--- config.mk ---
export PLATFORM = sky130hd
export DESIGN_NAME = cmd_decoder
export DESIGN_NICKNAME = d
export VERILOG_FILES = /design/src/rtl/cmd_pkg.sv /design/src/rtl/tmr_vote.sv /design/src/rtl/cmd_decoder.sv
export SDC_FILE = /design/constraint.sdc
export NUM_CORES = 1
export LEC_CHECK = 0
export CORE_MARGIN = 2
export CORE_UTILIZATION = 38
export DETAILED_ROUTE_END_ITERATION = 10
export PLACE_DENSITY = 0.8
export RECOVER_POWER = 50
export SYNTH_ARGS = -nofsm -noshare
export SYNTH_HDL_FRONTEND = slang
export SYNTH_SLANG_ARGS = --single-unit
--- constraint.sdc ---
create_clock -name clk -period 1.8 [get_ports clk]
set_input_delay 0.36 -clock clk [delete_from_list [all_inputs] [get_ports clk]]
set_output_delay 0.36 -clock clk [all_outputs]
set_load 0.05 [all_outputs]
--- src/rtl/cmd_pkg.sv ---
// Shared constants for the command decoder: frame layout, opcodes,
// read-handshake state encoding.
package cmd_pkg;

    localparam int FRAME_LEN = 57;
    localparam int SHORT_LEN = 8;
    localparam int CNT_W     = 6;

    localparam int HDR_LSB = 5;
    localparam int HDR_W   = 3;
    localparam logic [HDR_W-1:0] SHORT_HDR = 3'b010;

    localparam int TYPE_LSB = 54;
    localparam int TYPE_W   = 3;
    localparam int ID_LSB   = 49;
    localparam int ID_W     = 5;
    localparam int ADDR_LSB = 41;
    localparam int ADDR_FW  = 8;
    localparam int DATA_LSB = 9;
    localparam int DATA_FW  = 32;

    localparam logic [TYPE_W-1:0] TYPE_WR = 3'b110;
    localparam logic [TYPE_W-1:0] TYPE_RD = 3'b111;

    localparam int OP_W = 5;
    localparam logic [OP_W-1:0] OP_SOFTRST = 5'b00001;
    localparam logic [OP_W-1:0] OP_BCRST   = 5'b00010;
    localparam logic [OP_W-1:0] OP_CAL     = 5'b00100;
    localparam logic [OP_W-1:0] OP_CLR     = 5'b00011;

    localparam int ERR_W = 8;

    localparam int P_WR   = 0;
    localparam int P_SOFT = 1;
    localparam int P_BC   = 2;
    localparam int P_CAL  = 3;
    localparam int NPULSE = 4;

    typedef enum logic {
        ST_IDLE = 1'b0,
        ST_REQ  = 1'b1
    } rdState_e;

endpackage

--- src/rtl/tmr_vote.sv ---
// Bitwise two-of-three majority voter for triplicated registers.
module tmr_vote #(
    parameter int WIDTH = 1
) (
    input  logic [WIDTH-1:0] a,
    input  logic [WIDTH-1:0] b,
    input  logic [WIDTH-1:0] c,
    output logic [WIDTH-1:0] y
);

    assign y = (a & b) | (a & c) | (b & c);

endmodule

--- src/rtl/cmd_decoder.sv ---
// Frame-completion detector and decoder for the serial command path.
// Every flop is triplicated; next state is built from voted values.
module cmd_decoder
    import cmd_pkg::*;
#(
    parameter int CHIPID_W = 5,
    parameter int ADDR_W = 8,
    parameter int DATA_W = 32,
    parameter logic [CHIPID_W-1:0] BCAST_ID = 5'h1F
) (
    input  logic                 clk,
    input  logic                 rstb,
    input  logic [56:0]          cmd_reg,
    input  logic                 cmd_pending,
    input  logic [CNT_W-1:0]     cmd_count,
    input  logic [CHIPID_W-1:0]  chip_id,
    output logic                 reg_wr_en,
    output logic [ADDR_W-1:0]    reg_addr,
    output logic [DATA_W-1:0]    reg_wdata,
    output logic                 reg_rd_req,
    input  logic                 reg_rd_ack,
    output logic                 soft_rst,
    output logic                 bc_rst,
    output logic                 cal_pulse,
    output logic                 rd_overflow,
    output logic [ERR_W-1:0]     err_count
);

    rdState_e stateQ0, stateQ1, stateQ2;
    rdState_e stateV, stateN;
    logic     stateVBit;

    logic [ADDR_W-1:0] rdAddrQ [3];
    logic [ADDR_W-1:0] regAddrQ [3];
    logic [DATA_W-1:0] wdataQ [3];
    logic [NPULSE-1:0] pulseQ [3];
    logic              ovfQ [3];
    logic [ERR_W-1:0]  errQ [3];

    logic [ADDR_W-1:0] rdAddrV, rdAddrN;
    logic [ADDR_W-1:0] regAddrV, regAddrN;
    logic [DATA_W-1:0] wdataV, wdataN;
    logic [NPULSE-1:0] pulseV, pulseN;
    logic              ovfV, ovfN;
    logic [ERR_W-1:0]  errV, errN;

    logic longDone, shortDone, idHit;
    logic isWr, isRd, badLong, rdTake, errInc;
    logic [TYPE_W-1:0]   frmType;
    logic [CHIPID_W-1:0] frmId;
    logic [ADDR_W-1:0]   frmAddr;
    logic [DATA_W-1:0]   frmData;
    logic [OP_W-1:0]     opcode;
    logic                unusedBits;

    assign longDone  = cmd_pending && (cmd_count == CNT_W'(FRAME_LEN));
    assign shortDone = cmd_pending
                    && (cmd_count == CNT_W'(SHORT_LEN))
                    && (cmd_reg[HDR_LSB +: HDR_W] == SHORT_HDR);

    assign frmType = cmd_reg[TYPE_LSB +: TYPE_W];
    assign frmId   = CHIPID_W'(cmd_reg[ID_LSB +: ID_W]);
    assign frmAddr = ADDR_W'(cmd_reg[ADDR_LSB +: ADDR_FW]);
    assign frmData = DATA_W'(cmd_reg[DATA_LSB +: DATA_FW]);
    assign opcode  = cmd_reg[OP_W-1:0];
    assign unusedBits = cmd_reg[8];

    assign idHit   = (frmId == chip_id) || (frmId == BCAST_ID);
    assign isWr    = longDone && idHit && (frmType == TYPE_WR);
    assign isRd    = longDone && idHit && (frmType == TYPE_RD);
    assign badLong = longDone && idHit && !isWr && !isRd;

    tmr_vote #(.WIDTH(1)) uVoteState (
        .a(logic'(stateQ0)), .b(logic'(stateQ1)),
        .c(logic'(stateQ2)), .y(stateVBit)
    );
    assign stateV = rdState_e'(stateVBit);

    tmr_vote #(.WIDTH(ADDR_W)) uVoteRdAddr (
        .a(rdAddrQ[0]), .b(rdAddrQ[1]), .c(rdAddrQ[2]), .y(rdAddrV)
    );
    tmr_vote #(.WIDTH(ADDR_W)) uVoteRegAddr (
        .a(regAddrQ[0]), .b(regAddrQ[1]), .c(regAddrQ[2]), .y(regAddrV)
    );
    tmr_vote #(.WIDTH(DATA_W)) uVoteWdata (
        .a(wdataQ[0]), .b(wdataQ[1]), .c(wdataQ[2]), .y(wdataV)
    );
    tmr_vote #(.WIDTH(NPULSE)) uVotePulse (
        .a(pulseQ[0]), .b(pulseQ[1]), .c(pulseQ[2]), .y(pulseV)
    );
    tmr_vote #(.WIDTH(1)) uVoteOvf (
        .a(ovfQ[0]), .b(ovfQ[1]), .c(ovfQ[2]), .y(ovfV)
    );
    tmr_vote #(.WIDTH(ERR_W)) uVoteErr (
        .a(errQ[0]), .b(errQ[1]), .c(errQ[2]), .y(errV)
    );

    always_comb begin
        stateN   = stateV;
        rdAddrN  = rdAddrV;
        regAddrN = regAddrV;
        wdataN   = wdataV;
        pulseN   = '0;
        ovfN     = ovfV;
        errN     = errV;
        errInc   = badLong;
        rdTake   = isRd && ((stateV == ST_IDLE) || reg_rd_ack);

        if ((stateV == ST_REQ) && reg_rd_ack) begin
            stateN = ST_IDLE;
        end

        // An ack in the same cycle frees the slot for the new read.
        if (rdTake) begin
            stateN  = ST_REQ;
            rdAddrN = frmAddr;
        end else if (isRd) begin
            ovfN = 1'b1;
        end

        if (isWr) begin
            regAddrN     = frmAddr;
            wdataN       = frmData;
            pulseN[P_WR] = 1'b1;
        end else if (stateN == ST_REQ) begin
            regAddrN = rdAddrN;
        end

        if (shortDone) begin
            unique case (opcode)
                OP_SOFTRST: pulseN[P_SOFT] = 1'b1;
                OP_BCRST:   pulseN[P_BC]   = 1'b1;
                OP_CAL:     pulseN[P_CAL]  = 1'b1;
                OP_CLR: begin
                    ovfN = 1'b0;
                    errN = '0;
                end
                default:    errInc = 1'b1;
            endcase
        end

        if (errInc && (errV != '1)) begin
            errN = errV + 1'b1;
        end
    end

    always_ff @(posedge clk or negedge rstb) begin
        if (!rstb) begin
            stateQ0 <= ST_IDLE;
            stateQ1 <= ST_IDLE;
            stateQ2 <= ST_IDLE;
            for (int i = 0; i < 3; i++) begin
                rdAddrQ[i]  <= '0;
                regAddrQ[i] <= '0;
                wdataQ[i]   <= '0;
                pulseQ[i]   <= '0;
                ovfQ[i]     <= 1'b0;
                errQ[i]     <= '0;
            end
        end else begin
            stateQ0 <= stateN;
            stateQ1 <= stateN;
            stateQ2 <= stateN;
            for (int i = 0; i < 3; i++) begin
                rdAddrQ[i]  <= rdAddrN;
                regAddrQ[i] <= regAddrN;
                wdataQ[i]   <= wdataN;
                pulseQ[i]   <= pulseN;
                ovfQ[i]     <= ovfN;
                errQ[i]     <= errN;
            end
        end
    end

    assign reg_wr_en   = pulseV[P_WR];
    assign soft_rst    = pulseV[P_SOFT];
    assign bc_rst      = pulseV[P_BC];
    assign cal_pulse   = pulseV[P_CAL];
    assign reg_addr    = regAddrV;
    assign reg_wdata   = wdataV;
    assign reg_rd_req  = (stateV == ST_REQ);
    assign rd_overflow = ovfV;
    assign err_count   = errV;

endmodule

Word level (Yosys, flattened, before mapping) --
Index checks and enable logic that the tools add are counted.
Storage, ports and cells: register bits 62, bits of input ports 72, logic and storage cells 72
Cells by class: add/sub/neg operators 1, equality and inequality tests 12, muxes and demuxes 20, bitwise logic cells 16, reduce and logical (&&, ||, !) cells 16
Operators by type and width (count):
- 32-bit bitwise OR | 2
- 8-bit 2-to-1 mux | 6
- 8-bit bitwise OR | 6
- 32-bit AND | 1
- 32-bit 2-to-1 mux | 1
- 8-bit AND | 3
- 1-bit 2-to-1 mux | 12
- 1-bit logical AND | 11
- 5-bit by 2-bit == test with 1-bit output, second input constant | 2
- 8-bit by 1-bit adder with 8-bit output, second input constant | 1
- 8-bit inequality test, second input constant | 1
- 4-bit bitwise OR | 2
- 3-bit == test, second input constant | 2
- 6-bit by 4-bit == test with 1-bit output, second input constant | 1
- 6-bit == test, second input constant | 1
- 5-bit by 1-bit == test with 1-bit output, second input constant | 1
- 5-bit by 3-bit == test with 1-bit output, second input constant | 1
- 5-bit == test | 1
- 5-bit == test, second input constant | 1
- 4-bit AND | 1
- 4-bit OR reduction | 1
- 3-bit by 2-bit == test with 1-bit output, second input constant | 1
- 3-bit 2-to-1 mux | 1
- 1-bit zero test | 2
- 2 further kinds | 3

Depth between registers and ports, before layout --
word-level depth 11, gate-level depth with buffers 7

Cells and area by module --
Synthesis repeated with hierarchy kept, for this count alone.
Second synthesis, totals: cell total of the unflattened synthesis 268, area, all modules 3412.0 um^2
By module, submodules not included:
- cmd_decoder | times used 1, cells each 206, area each 2713.9 um^2
- tmr_vote at uVoteWdata | times used 1, cells each 32, area each 360.3 um^2
- tmr_vote at uVoteErr ... | times used 3, cells each 8, area each 90.1 um^2
- tmr_vote at uVotePulse | times used 1, cells each 4, area each 45.0 um^2
- tmr_vote at uVoteOvf ... | times used 2, cells each 1, area each 11.3 um^2

Least setup slack after synthesis --
Ideal clock, no wire load.
path kind register -> register, from register errQ[0] (netlist bit), to register errQ[5] (netlist bit), data arrival time 1941 ps, setup slack -267 ps, stages on the path, launching flop included 7, path buffers 1, clock period less this slack 2067 ps, cell sequence dfrtp_1 > ha_1 > and3_1 > and3_1 > clkbuf_1 > o21a_2 > a221o_1
Between the ends: longest elaborated chain between the ends 6
Ends and longest elaborated chain:
- from (decl) | line cmd_decoder.sv:38 | logic [ERR_W-1:0] errQ [3];
- from (signal, indexed assignment) | line cmd_decoder.sv:170 | errQ[i] <= errN;
- 8-bit AND * | line tmr_vote.sv:11 | assign y = (a & b) | (a & c) | (b & c);
- 8-bit bitwise OR | line tmr_vote.sv:11
- 8-bit bitwise OR * | line tmr_vote.sv:11
- branches (longest 2 deep; another with 8-bit by 1-bit adder with 8-bit output)
- 8-bit 2-to-1 mux * | line cmd_decoder.sv:142 | if (errInc && (errV != '1)) begin
Mark *: on every way between the ends.

Final worst setup path --
from input port cmd_reg[5], to register errQ[5] (netlist bit)
Between the ends: longest elaborated chain between the ends 5
Ends and longest elaborated chain:
- from (decl) | line cmd_decoder.sv:13 | input logic [56:0] cmd_reg,
- 3-bit by 2-bit == test with 1-bit output * | line cmd_decoder.sv:59 | && (cmd_reg[HDR_LSB +: HDR_W] == SHORT_HDR);
- 1-bit logical AND * | line cmd_decoder.sv:59
- 1-bit 2-to-1 mux | line cmd_decoder.sv:129 | if (shortDone) begin
- 1-bit logical AND | line cmd_decoder.sv:142
- 8-bit 2-to-1 mux * | line cmd_decoder.sv:142
Every way passes the cells marked *; elsewhere a longest branch is shown, timed or not.

==> flow_metrics.py <==
metrics = {
    "run_status": {
        "run_status": "finished with violations",
        "failed_checks": "setup timing",
    },
    "critical_path": {
        "cpLargestDelayFamily": "simple AND/OR/NAND/NOR gates",
        "reg2regPathDepth": 5,
        "crit-reg2reg-launch": "errQ[3]",
        "critical_path_buf_inv_count": 2,
        "critical_path.slowest_cell": "sky130_fd_sc_hd__a221o_1",
        "worst_setup_path_startpoint": "cmd_reg[5]",
        "crit_path_cell_trace": "dlygate4sd2_1 > nor4_2 > nand4b_1 > buf_4 > and4bb_2 > nand2_2 > o21a_4 > a221o_1",
        "regToRegEndpoint": "errQ[5]",
        "reg2reg_setup_slack_ns": 0.12,
        "crit_end": "errQ[5]",
        "path_max_fanout": 3,
        "worst-path-stages": 8,
        "critPathArrivalTime_ns": 2.02,
        "setup.worst_path.end_class": "flip-flop",
        "cp_slowest_stage_delay_ns": 0.34,
        "worstPathRequired_ns": 2.01,
        "start_kind": "input port",
        "setup.worst_path.class": "in2reg",
    },
    "sta": {
        "skew_ns": 0.00884,
        "clock.fmax_ghz": 0.555,
        "final_max_slew_viol_count": 0,
        "period_minus_slack_ns": 1.80,
        "slew-limit-headroom": 0.499,
        "slew_at_the_pin_closest_to_its_max_slew_limit_ns": 0.752,
        "final_hold_viol_count": 0,
        "post-route-worst-setup-slack_ns": -0.00283,
        "grt_setup_unrepaired": "yes",
        "setup_viol": 1,
        "min_period_over_period": 1.00,
    },
    "cells_and_area": {
        "post-route-util": 0.615,
        "drive_above_1_share": 0.472,
        "num_antenna_cells": 0,
        "area_delta_synth_final_pct": 57.0,
        "post_layout_instance_count_excluding_filler_cells": 470,
        "fin_nets": 440,
        "fillCellCount": 601,
    },
    "cts": {
        "cts_buffers": 9,
        "clock_tree_from_tritoncts": "built",
        "cts_max_level": 3,
        "clock_latency_late_sink_ns": 0.33,
        "cts_num_sinks": 62,
        "cts.reportedPaths.clkPinSlew_ns": 0.07,
        "ctsLongestPathBuffers": 2,
        "cts_root_buffer": "sky130_fd_sc_hd__clkbuf_8",
    },
    "global_routing": {
        "globalRouteTotalUtil": 0.180,
        "grt.overflow.total": 0,
        "antenna_found_initial": 0,
        "grt_first_pass_wirelength_mm": 11.7,
        "first_global_vias": 2374,
        "grt_start_max_net_pins": 32,
    },
    "routing": {
        "ant_nets": 0,
        "totalWireLength_mm": 7.25,
        "wl_met1_mm": 3.07,
        "vias": 2312,
        "detailedRoute.firstPassIterationCount": 6,
        "routed.top_layer": "met4",
        "post_drt_via_cell_ratio": 4.92,
        "final_routed_wire_length_divided_by_cell_count_um": 15.4,
        "met2WireLength_mm": 3.61,
        "wl_met3_um": 441,
        "drcViolationCount": 0,
        "drt_first_iter_violations": 52,
    },
    "placed_design": {
        "post-place-cells": 445,
        "port-buffer-count": 124,
        "gpl.final_weighted_congestion": 0.741,
        "detailedPlacementHpwl_mm": 4.91,
    },
    "synth": {
        "synth_edf_count": 0,
        "syn-num-nets": 278,
        "synth_flop_cell": "sky130_fd_sc_hd__dfrtp_1",
        "seq_area_frac_synth": 0.546,
        "ys.warnings.count": 0,
        "postSynthAreaPerCell_um2": 13.9,
        "netlist_area_um2": 2840,
        "postSynthRegisterBits": 62,
        "synthCells": 205,
        "ys_types": 45,
        "synthArstFlopShare": 1.00,
    },
    "floorplanning": {
        "area_enclosed_by_the_die_boundary_um2": 8190,
        "dieWidth_um": 90.5,
        "core-area_um2": 7250,
        "dieHeight_um": 90.5,
        "boundaryPins": 126,
        "num_rows": 31,
        "start_util": 0.392,
    },
    "power": {
        "power_per_standard_cell_area_nw_per_um2": 641,
        "share_clk_of_total_power": 0.410,
        "swShare": 0.228,
        "max-vdd-ir-drop_uv": 290,
        "power.total_w": 0.00286,
        "comb_power_share": 0.098,
        "static-leakage-power_nw": 2.13,
        "power.switching_w": 0.000651,
        "seqPwrFrac": 0.492,
        "p_int_w": 0.00221,
    },
    "worst_hold_path": {
        "worst_hold_path_type": "in2async",
    },
    "run": {
        "timing.max_cap.violations": 0,
    },
}
==> final cells by class <==
type / count / area [um^2] / area share
flip-flops and latches: 62 / 1560 / 0.349
inverters: 1 / 3.75 / 0.000841
well taps: 99 / 124 / 0.0277
clock inverters: 2 / 15.0 / 0.00336
clock buffers: 13 / 179 / 0.0401
multi-input cells: 136 / 1320 / 0.296
repair buffers: 157 / 1260 / 0.283
==> kinds of logic after synthesis <==
logic type	synth area share
flip-flops	0.546
AND/OR/NAND/NOR	0.129
multiplexers	0.198
XOR/XNOR	0.0246
adder cells (fa/ha/maj)	0.00440
buffers and inverters	0.0189
AO/OA/AOI/OAI	0.0792
==> synth_stat cells, types with 2 or more instances <==
master	count	share of area
sky130_fd_sc_hd__dfrtp_1	62	0.55
sky130_fd_sc_hd__mux2_4	30	0.16
sky130_fd_sc_hd__mux2_2	10	0.040
sky130_fd_sc_hd__or2_2	10	0.022
sky130_fd_sc_hd__nand2_1	9	0.012
sky130_fd_sc_hd__o221a_2	8	0.032
sky130_fd_sc_hd__nor2_1	7	0.0092
sky130_fd_sc_hd__xnor2_1	7	0.022
sky130_fd_sc_hd__nand3_1	6	0.011
sky130_fd_sc_hd__and3_1	5	0.011
sky130_fd_sc_hd__nor3b_1	4	0.011
sky130_fd_sc_hd__buf_6	3	0.012
sky130_fd_sc_hd__nor3_1	3	0.0053
sky130_fd_sc_hd__o211ai_1	3	0.0079
sky130_fd_sc_hd__o21ai_0	3	0.0053
sky130_fd_sc_hd__a21o_1	2	0.0053
sky130_fd_sc_hd__nand4_1	2	0.0044
sky130_fd_sc_hd__nor2b_1	2	0.0044
sky130_fd_sc_hd__o21a_1	2	0.0053
sky130_fd_sc_hd__or3b_2	2	0.0062
==> worst register-to-register path, cell delays in order (launching register included) <==
cell                      delay (ns)
sky130_fd_sc_hd__dfrtp_2        0.44
sky130_fd_sc_hd__and3_4         0.19
sky130_fd_sc_hd__and3_4         0.18
sky130_fd_sc_hd__and3_4         0.20
sky130_fd_sc_hd__o21a_4         0.21
sky130_fd_sc_hd__a221o_1        0.34
==> routing by layer <==
layer / global-route usage / up-vias
met5: 0 / -
met4: 0.0808 / 0
met3: 0.0384 / 10
met2: 0.302 / 106
met1: 0.224 / 1118
li1: - / 1078
==> power by group through the flow <==
| stage | clock (W) | combinational (W) | sequential (W) |
|---|---|---|---|
| 3_5_place_dp | 0 | 0.000296 | 0.00143 |
| 4_1_cts | 0.00122 | 0.000286 | 0.00141 |
| 3_3_place_gp | 0 | 0.000292 | 0.00143 |
| 6_report | 0.00117 | 0.000280 | 0.00141 |
| 2_1_floorplan | 0 | 0.0000435 | 0.00146 |
| 5_1_grt | 0.00127 | 0.000304 | 0.00141 |
==> worst min path at each step <==
stage | to | slack [ns] | cells after the start
2_1_floorplan | errQ[0] | 0.06 | 0
3_3_place_gp | wdataQ[1] | 0.41 | 2
3_5_place_dp | wdataQ[4] | 0.42 | 2
4_1_cts | regAddrQ[7] | 0.05 | 2
5_1_grt | wdataQ[4] | 0.25 | 2
6_report | regAddrQ[7] | 0.18 | 2
==> placed cells by master, fill, tap and decap left out, types with 3 or more instances in the layout <==
cell,n
sky130_fd_sc_hd__dfrtp_1,57
sky130_fd_sc_hd__buf_4,57
sky130_fd_sc_hd__clkdlybuf4s50_1,50
sky130_fd_sc_hd__mux2_4,32
sky130_fd_sc_hd__clkbuf_1,22
sky130_fd_sc_hd__clkbuf_8,13
sky130_fd_sc_hd__clkbuf_2,13
sky130_fd_sc_hd__or2_2,10
sky130_fd_sc_hd__nand2_1,9
sky130_fd_sc_hd__mux2_2,8
sky130_fd_sc_hd__o221a_2,8
sky130_fd_sc_hd__nand3_1,6
sky130_fd_sc_hd__nor2_1,6
sky130_fd_sc_hd__buf_12,5
sky130_fd_sc_hd__dfrtp_2,5
sky130_fd_sc_hd__xnor2_1,4
sky130_fd_sc_hd__and3_4,4
sky130_fd_sc_hd__nor3b_1,4
sky130_fd_sc_hd__xnor2_2,3
sky130_fd_sc_hd__o211ai_1,3
sky130_fd_sc_hd__clkdlybuf4s15_1,3
sky130_fd_sc_hd__buf_2,3
==> registers in the layout, indices dropped and copies added, names as in the netlist <==
signal / cells
wdataQ: 32
errQ: 8
rdAddrQ: 8
regAddrQ: 8
pulseQ: 4
ovfQ: 1
stateQ2: 1
==> metrics by stage <==
stage          cell area (um^2)   TNS, ns  hold slack [ns]  setup slack, ns
2_1_floorplan              2920     -2.29           0.0644          -0.0597
3_3_place_gp               4280    -33.32            0.411           -0.644
3_5_place_dp               4280    -35.85            0.416           -0.693
4_1_cts                    4600         0           0.0485           0.0129
5_1_grt                    4460    -0.140            0.254          -0.0830
6_report                   4460  -0.00283            0.183         -0.00283
==> timing repair <==
action	4_1_cts	5_1_grt
gates cloned	3	0
endpoints found under the hold margin	0	0
endpoints found under the setup margin	58	39
pin swaps	12	16
buffers inserted	7	2
gates resized for setup	32	32
hold buffers	0	0
No activity file was read; power rests on OpenSTA's default activity.
